===== config.mk =====
export PLATFORM = sky130hd
export DESIGN_NAME = multicycle_ctrl
export DESIGN_NICKNAME = d
export VERILOG_FILES = /design/src/rtl/multicycle_ctrl.sv
export SDC_FILE = /design/constraint.sdc
export NUM_CORES = 1
export LEC_CHECK = 0
export ABC_AREA = 1
export CORE_AREA = 3 3 77 79
export CTS_BUF_LIST = sky130_fd_sc_hd__clkbuf_2
export DETAILED_ROUTE_END_ITERATION = 12
export DIE_AREA = 0 0 80 82
export PLACE_DENSITY = 0.86
export SYNTH_ARGS = -nofsm -noshare
export SYNTH_HDL_FRONTEND = slang
export SYNTH_SLANG_ARGS = --single-unit

===== constraint.sdc =====
create_clock -name clk -period 1.8 [get_ports clk]
set_input_delay 0.36 -clock clk [delete_from_list [all_inputs] [get_ports clk]]
set_output_delay 0.36 -clock clk [all_outputs]
set_load 0.02 [all_outputs]

===== src/rtl/multicycle_ctrl.sv =====
// Main control FSM for the multicycle CPU: sequences the shared datapath through
// fetch/decode/execute/memory/write-back, stalls on memory and counts retired instructions.
module multicycle_ctrl #(
  parameter int unsigned COUNT_W = 32
) (
  input  logic               clk,
  input  logic               rst_n,
  input  logic [5:0]         opcode,
  input  logic               zero,
  input  logic               mem_ready,
  output logic               pc_en,
  output logic               iord,
  output logic               mem_read,
  output logic               mem_write,
  output logic               ir_write,
  output logic [1:0]         reg_dst,
  output logic [1:0]         mem_to_reg,
  output logic               reg_write,
  output logic               alu_src_a,
  output logic [1:0]         alu_src_b,
  output logic [1:0]         alu_op,
  output logic [1:0]         pc_source,
  output logic               illegal_op,
  output logic [COUNT_W-1:0] instr_count,
  output logic [3:0]         state
);

  localparam logic [5:0] OP_R    = 6'b000000;
  localparam logic [5:0] OP_LW   = 6'b100011;
  localparam logic [5:0] OP_SW   = 6'b101011;
  localparam logic [5:0] OP_BEQ  = 6'b000100;
  localparam logic [5:0] OP_BNE  = 6'b000101;
  localparam logic [5:0] OP_J    = 6'b000010;
  localparam logic [5:0] OP_JAL  = 6'b000011;
  localparam logic [5:0] OP_ADDI = 6'b001000;

  typedef enum logic [3:0] {
    S_IDLE   = 4'd0,
    S_FETCH  = 4'd1,
    S_DECODE = 4'd2,
    S_MEMADR = 4'd3,
    S_MEMRD  = 4'd4,
    S_MEMWB  = 4'd5,
    S_MEMWR  = 4'd6,
    S_EXEC   = 4'd7,
    S_ALUWB  = 4'd8,
    S_BRANCH = 4'd9,
    S_JUMP   = 4'd10,
    S_JAL    = 4'd11,
    S_ADDIEX = 4'd12,
    S_ADDIWB = 4'd13
  } state_e;

  state_e               state_q, state_d;
  logic [COUNT_W-1:0]   count_q, count_d;
  logic                 started_q;
  logic                 retire;

  // started_q holds IDLE for one extra cycle after reset release, so the
  // first FETCH lands on the second rising edge.
  always_ff @(posedge clk or negedge rst_n) begin
    if (!rst_n) begin
      state_q   <= S_IDLE;
      count_q   <= '0;
      started_q <= 1'b0;
    end else begin
      state_q   <= state_d;
      count_q   <= count_d;
      started_q <= 1'b1;
    end
  end

  always_comb begin
    state_d    = state_q;
    retire     = 1'b0;
    pc_en      = 1'b0;
    iord       = 1'b0;
    mem_read   = 1'b0;
    mem_write  = 1'b0;
    ir_write   = 1'b0;
    reg_dst    = 2'b00;
    mem_to_reg = 2'b00;
    reg_write  = 1'b0;
    alu_src_a  = 1'b0;
    alu_src_b  = 2'b00;
    alu_op     = 2'b00;
    pc_source  = 2'b00;
    illegal_op = 1'b0;
    case (state_q)
      S_IDLE: if (started_q) state_d = S_FETCH;
      S_FETCH: begin
        mem_read = 1'b1;
        if (mem_ready) begin
          ir_write  = 1'b1;
          pc_en     = 1'b1;
          alu_src_b = 2'b01;
          state_d   = S_DECODE;
        end
      end
      S_DECODE: begin
        alu_src_b = 2'b11;
        case (opcode)
          OP_LW, OP_SW:   state_d = S_MEMADR;
          OP_R:           state_d = S_EXEC;
          OP_BEQ, OP_BNE: state_d = S_BRANCH;
          OP_J:           state_d = S_JUMP;
          OP_JAL:         state_d = S_JAL;
          OP_ADDI:        state_d = S_ADDIEX;
          default: begin
            illegal_op = 1'b1;
            state_d    = S_FETCH;
          end
        endcase
      end
      S_MEMADR: begin
        alu_src_a = 1'b1;
        alu_src_b = 2'b10;
        state_d   = (opcode == OP_LW) ? S_MEMRD : S_MEMWR;
      end
      S_MEMRD: begin
        iord     = 1'b1;
        mem_read = 1'b1;
        if (mem_ready) state_d = S_MEMWB;
      end
      S_MEMWB: begin
        mem_to_reg = 2'b01;
        reg_write  = 1'b1;
        retire     = 1'b1;
        state_d    = S_FETCH;
      end
      S_MEMWR: begin
        iord      = 1'b1;
        mem_write = 1'b1;
        if (mem_ready) begin
          retire  = 1'b1;
          state_d = S_FETCH;
        end
      end
      S_EXEC: begin
        alu_src_a = 1'b1;
        alu_op    = 2'b10;
        state_d   = S_ALUWB;
      end
      S_ALUWB: begin
        reg_dst   = 2'b01;
        reg_write = 1'b1;
        retire    = 1'b1;
        state_d   = S_FETCH;
      end
      S_BRANCH: begin
        alu_src_a = 1'b1;
        alu_op    = 2'b01;
        pc_source = 2'b01;
        pc_en     = (opcode == OP_BNE) ? ~zero : zero;
        retire    = 1'b1;
        state_d   = S_FETCH;
      end
      S_JUMP: begin
        pc_en     = 1'b1;
        pc_source = 2'b10;
        retire    = 1'b1;
        state_d   = S_FETCH;
      end
      S_JAL: begin
        pc_en      = 1'b1;
        pc_source  = 2'b10;
        reg_write  = 1'b1;
        reg_dst    = 2'b10;
        mem_to_reg = 2'b10;
        retire     = 1'b1;
        state_d    = S_FETCH;
      end
      S_ADDIEX: begin
        alu_src_a = 1'b1;
        alu_src_b = 2'b10;
        state_d   = S_ADDIWB;
      end
      S_ADDIWB: begin
        reg_write = 1'b1;
        retire    = 1'b1;
        state_d   = S_FETCH;
      end
      default: state_d = S_IDLE;
    endcase
    count_d = retire ? count_q + COUNT_W'(1) : count_q;
  end

  assign instr_count = count_q;
  assign state       = state_q;

endmodule


==> out/summary.log, run 1 <==
[run] Max-Cap Viols 0
[layout] Total Nets Final 558
[critical_path] required time at the worst-slack endpoint 1.44 ns
[die] Die Ht 82 um
[critical_path] reg2reg start state[2]
[timing] achievable clock frequency 490 MHz
[clocking] CTS H-Tree Depth 2
[power_and_ir_drop] cell leakage power 2.16 nW
[layout] area grow syn2layout 52.9%
[timing] setup repair after global routing missed its margin true
[critical_path] worst-path fanout max 6
[critical_path] logic depth of the worst register-to-register path 10
[detailed_routing] DRT iter0 DRCs 445
[layout] highest-count cells in the layout ignoring fill and taps 151 x nand2_1, 52 x nor2_1, 44 x buf_4, 37 x inv_1, 33 x dlygate4sd2_1
[die] starting density of the core 50.9%
[timing] final critical-path share of the clock period 113%
[min_path] path type of the worst min-delay path in -> async
[critical_path] path type of the worst setup path reg -> out
[layout] finished layout cell area 0.00420 mm2
[critical_path] CP max-delay cell dfrtp_2
[clocking] master cell of the clock root buffer clkbuf_2
[clocking] insertion delay to the later sink of the worst-skew pair 0.42 ns
[layout] ratio of cells with drive above 1 in the final layout 30.1%
[die] floorplan core area 0.00541 mm2
[global_route] vias in the first global route 3,048
[detailed_routing] total routed wirelength 9620 um
[placed_design] DP HPWL 6140 um
[timing] setup skew after layout 0.0361 ns
[layout] # fillers 377
[synthesis] Post-Syn Instances 426
[clocking] clock-pin slew of the registers on the worst-case setup and hold paths 0.22 ns
[critical_path] worst reg2reg path endpoint instr_count[0]
[placed_design] number of placed instances with taps included 591
[placed_design] total cell area at the placement stage 0.00372 mm2
[clocking] total CTS buffers 5
[clocking] Max clock buf depth 2
[global_route] global-route wire length before repair 13,500 um
[critical_path] reg-to-reg setup timing slack -0.05 ns
[die] die extent in x 80 um
[timing] number of setup violations in the final report 31
[detailed_routing] # DRC 0
[critical_path] Critical Path Sink Type output port
[timing] final critical path time including I/O delays and setup 2.04 ns
[synthesis] post-synth cell types 31
[placed_design] dpl ws -0.782 ns
[layout] final std cells w/o fill 620
[clocking] clock tree from TritonCTS done
[power_and_ir_drop] power per cell area 948 mW/mm2
[timing] Setup WS post-layout -0.240 ns
[global_route] pin count of the biggest net entering global routing 26
[die] IO Pins 64
[critical_path] data arrival time of the critical path 1.68 ns
[synthesis] Post-Syn Area per Cell 6.45 um2
[placed_design] input/output buffers 63
[detailed_routing] Detail Route Antenna Nets 0
[clocking] clock tree sinks 37
[placed_design] final weighted congestion of routability-driven global placement 0.931
[critical_path] largest stage delay on the critical path 0.53 ns
[timing] Pins Over Slew Limit 0
[status] violated checks setup timing
[detailed_routing] via total after detailed routing 3,388
[die] Cell Rows 27
[synthesis] flip-flop and latch count after synthesis 37
[timing] Total Neg Setup Slack -2.83 ns
[detailed_routing] post-DR vias/cell 5.46
[power_and_ir_drop] Pwr Total 3.99 mW
[critical_path] Worst Setup Start Kind register
[die] overall die area 0.00656 mm2
[synthesis] synthesis warning total 0
[timing] hold violation total from the final report 0
[detailed_routing] routed wirelength normalized by instance count 15.5 um
[status] run status finished, violations left
[layout] most frequent standard cell in the layout excluding fill and tap cells nand2_1
[synthesis] netlist area before placement 0.00275 mm2
[synthesis] post-synthesis net count 437
[global_route] sum of overflow across all layers after global routing 0
[global_route] antenna violations before repair 0
[power_and_ir_drop] maximum vdd ir drop 700 uV
[synthesis] fraction of the yosys area taken by sequential cells 33.7%
[layout] total inserted antenna cells 0
[global_route] overall fraction of global-route tracks in use 26.1%
[detailed_routing] detailed-router iteration count before antenna repair 6
[critical_path] critical path cell sequence inv_4 > nand2_4 > nor3_4 > nand3_1 > nand3b_1 > buf_6
==> Yosys cell counts, drive strengths merged <==
cell	number	area, um2
nand2	178	698
nor2	77	353
inv	44	165
dfrtp	37	926
nand3	37	220
o21ai	10	50.1
nand4	7	43.8
xnor2	7	61.3
buf	6	53.8
xor2	6	52.6
nor3	5	36.3
nand3b	4	30.0
a21oi	2	13.8
clkinv	2	7.51
clkbuf	1	13.8
conb	1	3.75
ha	1	12.5
o21bai	1	7.51
==> power breakdown <==
group | switching [mW] | internal [mW] | total (mW)
sequential | 0.147 | 0.915 | 1.06
combinational | 1.22 | 1.03 | 2.25
clock | 0.300 | 0.372 | 0.672
total | 1.67 | 2.32 | 3.99
==> critical path, delay by kind of cell (launching register included) <==
kind / cells / cell delay, ns
DFF: 1 / 0.53
buffers and inverters: 2 / 0.22
and+or+nand+nor: 4 / 0.52
==> cell families after synthesis <==
kind of cell | share of synthesized area [%]
other | 0.136
AO/OA/AOI/OAI | 2.59
XOR/XNOR | 4.14
buffers and inverters | 8.74
AND/OR/NAND/NOR | 50.3
flip-flops | 33.7
adder cells (fa/ha/maj) | 0.455
==> registers in the layout, indices dropped and copies added, names as in the netlist <==
| register | cells |
|---|---|
| state | 4 |
| started_q | 1 |
| instr_count | 32 |
==> metrics by stage <==
stage | hold WS [ns] | utilization, %
finish | 0.405 | 77.8
global route | 0.431 | 77.8
CTS | 0.420 | 71.3
detailed placement | 0.336 | 68.8
global placement | 0.324 | 68.8
floorplan | 0.0644 | -
==> how the worst max path moves through the flow <==
| stage | startpoint | end | slack, ns | cells past startpoint |
|---|---|---|---|---|
| after floorplan | state[0] | illegal_op | -0.02 | 6 |
| after CTS | state[0] | pc_en | -0.19 | 6 |
| after global placement | opcode[5] | pc_en | -0.67 | 7 |
| after global routing | state[2] | pc_en | -0.34 | 6 |
| after detailed placement | opcode[5] | pc_en | -0.78 | 7 |
| final | state[2] | pc_en | -0.24 | 6 |
==> what timing repair did <==
item                       CTS  global route
hold buffers                 1             0
pin swaps                    8            25
gates resized for setup    162            66
setup endpoints to repair   57            35
cloned                       0             3
hold endpoints to repair    18             0
buffers inserted             5            13
==> metal layers <==
layer | track usage (%) | wire [um] | share of wire [%] | vias to the layer above
li1 | - | - | - | 1564
met4 | 8.61 | 352 | 3.7 | 0
met5 | 0 | 0 | 0 | -
met3 | 4.28 | 813 | 8.4 | 50
met1 | 33.6 | 3730 | 39 | 1582
met2 | 44.8 | 4730 | 49 | 192
==> area by class of cell <==
type	instances	area [um2]	share of cell area (%)
Clock inverter	3	65.1	1.55
Clock buffer	5	25.0	0.595
Inverter	46	180	4.29
Tap cell	72	90.1	2.14
Sequential cell	37	938	22.3
Timing Repair Buffer	119	1120	26.5
Multi-Input combinational cell	338	1790	42.6
No activity file was read; power rests on OpenSTA's default activity.
==> inputs of run 2 (changes only) <==
--- a/config.mk
+++ b/config.mk
@@ -10,6 +10,7 @@
 export CTS_BUF_LIST = sky130_fd_sc_hd__clkbuf_2
 export DETAILED_ROUTE_END_ITERATION = 12
 export DIE_AREA = 0 0 80 82
+export GPL_TIMING_DRIVEN = 0
 export PLACE_DENSITY = 0.86
 export SYNTH_ARGS = -nofsm -noshare
 export SYNTH_HDL_FRONTEND = slang
==> constraint.sdc (replaced) <==
create_clock -name clk -period 1.8 [get_ports clk]
set_input_delay 0.18 -clock clk [delete_from_list [all_inputs] [get_ports clk]]
set_output_delay 0.18 -clock clk [all_outputs]
set_load 0.02 [all_outputs]
==> out/summary.log, run 2 (synthesis gave the netlist of run 1 again) <==
[timing] Setup WS post-layout -0.0852 ns [+0.155 ns]
[die] Cell Rows 27 [unchanged]
[status] run status finished, violations left
[layout] area grow syn2layout 39.1%
[timing] setup skew after layout 0.0177 ns [-0.0184 ns]
[layout] Final Util 70.7% [-7.1 points]
[clocking] total CTS buffers 5 [unchanged]
[placed_design] input/output buffers 63 [unchanged]
[detailed_routing] detailed-router iteration count before antenna repair 8 [+2]
[run] Max-Cap Viols 0 [unchanged]
[detailed_routing] Detail Route Antenna Nets 0 [unchanged]
[timing] worst rel slew slack 45.4%
[clocking] CTS H-Tree Depth 2 [unchanged]
[die] starting density of the core 50.9% [unchanged]
[global_route] overall fraction of global-route tracks in use 26.2% [+0.041 points]
[die] IO Pins 64 [unchanged]
[clocking] clock tree sinks 37 [unchanged]
[placed_design] DP HPWL 5680 um [-7.6%]
[detailed_routing] # DRC 0 [unchanged]
[timing] achievable clock frequency 530 MHz [+8.2%]
[detailed_routing] DRT iter0 DRCs 320 [-28%]
[die] overall die area 0.00656 mm2 [unchanged]
[detailed_routing] routed wirelength normalized by instance count 14.8 um [-4.5%]
[die] Die Ht 82 um [unchanged]
[status] violated checks setup timing
[placed_design] final weighted congestion of routability-driven global placement 0.925 [-0.68%]
[power_and_ir_drop] maximum vdd ir drop 822 uV [+17%]
[clocking] master cell of the clock root buffer clkbuf_2
[clocking] clock tree from TritonCTS done
[timing] Worst Tran Pin Value 0.819 ns
[clocking] Max clock buf depth 2 [unchanged]
[placed_design] total cell area at the placement stage 0.00347 mm2 [-6.6%]
[timing] Worst Hold Margin 0.368 ns [-0.0375 ns]
[detailed_routing] via total after detailed routing 3,211 [-5.2%]
[layout] total inserted antenna cells 0 [unchanged]
[layout] flip-flop count of the largest register after layout 32 [unchanged]
[layout] most frequent standard cell in the layout excluding fill and tap cells nand2_1
[critical_path] path type of the worst setup path reg -> out
[power_and_ir_drop] Pwr Total 3.67 mW [-7.9%]
[critical_path] worst-path fanout max 7 [+1]
[timing] final critical path time including I/O delays and setup 1.89 ns [-0.155 ns]
[clocking] clock-pin slew of the registers on the worst-case setup and hold paths 0.21 ns [about the same]
[critical_path] data arrival time of the critical path 1.71 ns [+0.03 ns]
[global_route] global-route wire length before repair 13,500 um [-0.41%]
[die] floorplan core area 0.00541 mm2 [unchanged]
[critical_path] Worst Setup Start Kind register
[critical_path] Critical Path Sink Type output port
[layout] highest-count cells in the layout ignoring fill and taps 165 x nand2_1, 56 x nor2_1, 42 x clkdlybuf4s50_1, 36 x inv_1, 31 x nand3_1
[layout] # fillers 453 [+20%]
[die] die extent in x 80 um [unchanged]
[timing] setup repair after global routing missed its margin true
[detailed_routing] total routed wirelength 8780 um [-8.8%]
[layout] ratio of cells with drive above 1 in the final layout 22.7% [-7.4 points]
[timing] number of setup violations in the final report 6 [-81%]
[timing] final critical-path share of the clock period 105% [-8.6 points]
[clocking] insertion delay to the later sink of the worst-skew pair 0.41 ns [about the same]
[min_path] path type of the worst min-delay path in -> async
[power_and_ir_drop] cell leakage power 1.77 nW [-18%]
[global_route] pin count of the biggest net entering global routing 38 [+46%]
[global_route] sum of overflow across all layers after global routing 0 [unchanged]
[critical_path] required time at the worst-slack endpoint 1.62 ns [+0.18 ns]
[timing] Pins Over Slew Limit 0 [unchanged]
[layout] Total Nets Final 530 [-5.0%]
[timing] hold violation total from the final report 0 [unchanged]
[layout] finished layout cell area 0.00382 mm2 [-9.1%]
[power_and_ir_drop] power per cell area 961 mW/mm2 [+1.3%]
[placed_design] dpl ws -0.445 ns [+0.338 ns]
[detailed_routing] post-DR vias/cell 5.42 [-0.74%]
[global_route] antenna violations before repair 0 [unchanged]
[global_route] vias in the first global route 2,965 [-2.7%]
## run 2: changes by cell type in the layout (fill, tap and decap cells not counted), sizes merged
| cell | before | now |
|---|---|---|
| dlymetal6s2s | 4 | 1 |
| clkdlybuf4s50 | 4 | 42 |
| clkbuf | 7 | 11 |
| clkdlybuf4s15 | 2 | 0 |
| nand3 | 39 | 37 |
| buf | 73 | 43 |
| dlygate4sd2 | 33 | 0 |
## run 2: worst paths after layout
check / depth (start not counted) / endpoint / from / slack (ns)
hold / removal: 2 / instr_count[10] / rst_n / 0.37
max in group asynchronous: 2 / state[3] / rst_n / 0.86
min in group clk: 4 / state[1] / mem_ready / 0.54
setup / recovery: 6 / illegal_op / state[2] / -0.09
setup reg to reg: 8 / instr_count[8] / instr_count[1] / 0.09
hold reg to reg: 1 / instr_count[13] / instr_count[13] / 0.54
## run 2: layer usage
metal / share of wire, % / up-vias / global-route usage, % / wire (um)
met2: 49 / 197 / 43.8 / 4280
met1: 40 / 1474 / 34.0 / 3530
met4: 3.1 / 0 / 9.63 / 272
li1: - / 1499 / - / -
met5: 0 / - / 0 / 0
met3: 7.9 / 41 / 4.50 / 694
## run 2: area by class of cell
class / instances / area (um2) / share of cell area (%)
clock buffer: 5 / 25.0 / 0.655
tap: 72 / 90.1 / 2.36
inverter: 46 / 185 / 4.84
multi-input combinational: 336 / 1680 / 43.9
timing repair buffer: 86 / 771 / 20.2
buffer: 7 / 71.3 / 1.87
clock inverter: 3 / 65.1 / 1.70
sequential: 37 / 936 / 24.5
## run 2: critical path, cell delays in order (launching register included)
cell,delay [ns]
dfrtp_1,0.45
buf_6,0.16
buf_6,0.13
nor3_4,0.21
nand3_1,0.10
nor2_1,0.10
buf_4,0.15
## run 2: through the flow
stage / cells / TNS (ns)
2_1_floorplan: 426 / 0
3_3_place_gp: 561 / -11.91
3_5_place_dp: 561 / -1.34
4_1_cts: 584 / -0.132
5_1_grt: 592 / -0.994
6_report: 592 / -0.312
## run 2: power breakdown
part           switching, mW  leakage (nW)  total (mW)  internal, mW
clock network          0.303        0.0529       0.674         0.372
logic                   1.15          1.23        1.96         0.811
registers              0.124         0.493        1.04         0.914
## run 2: what timing repair did
action                                  CTS  global route
resized for setup                        78            56
endpoints found under the setup margin   20            24
hold endpoints to repair                 37             0
gates cloned                              0             0
hold buffers                              1             0
buffers inserted                         14             8
pin swaps                                 6             6
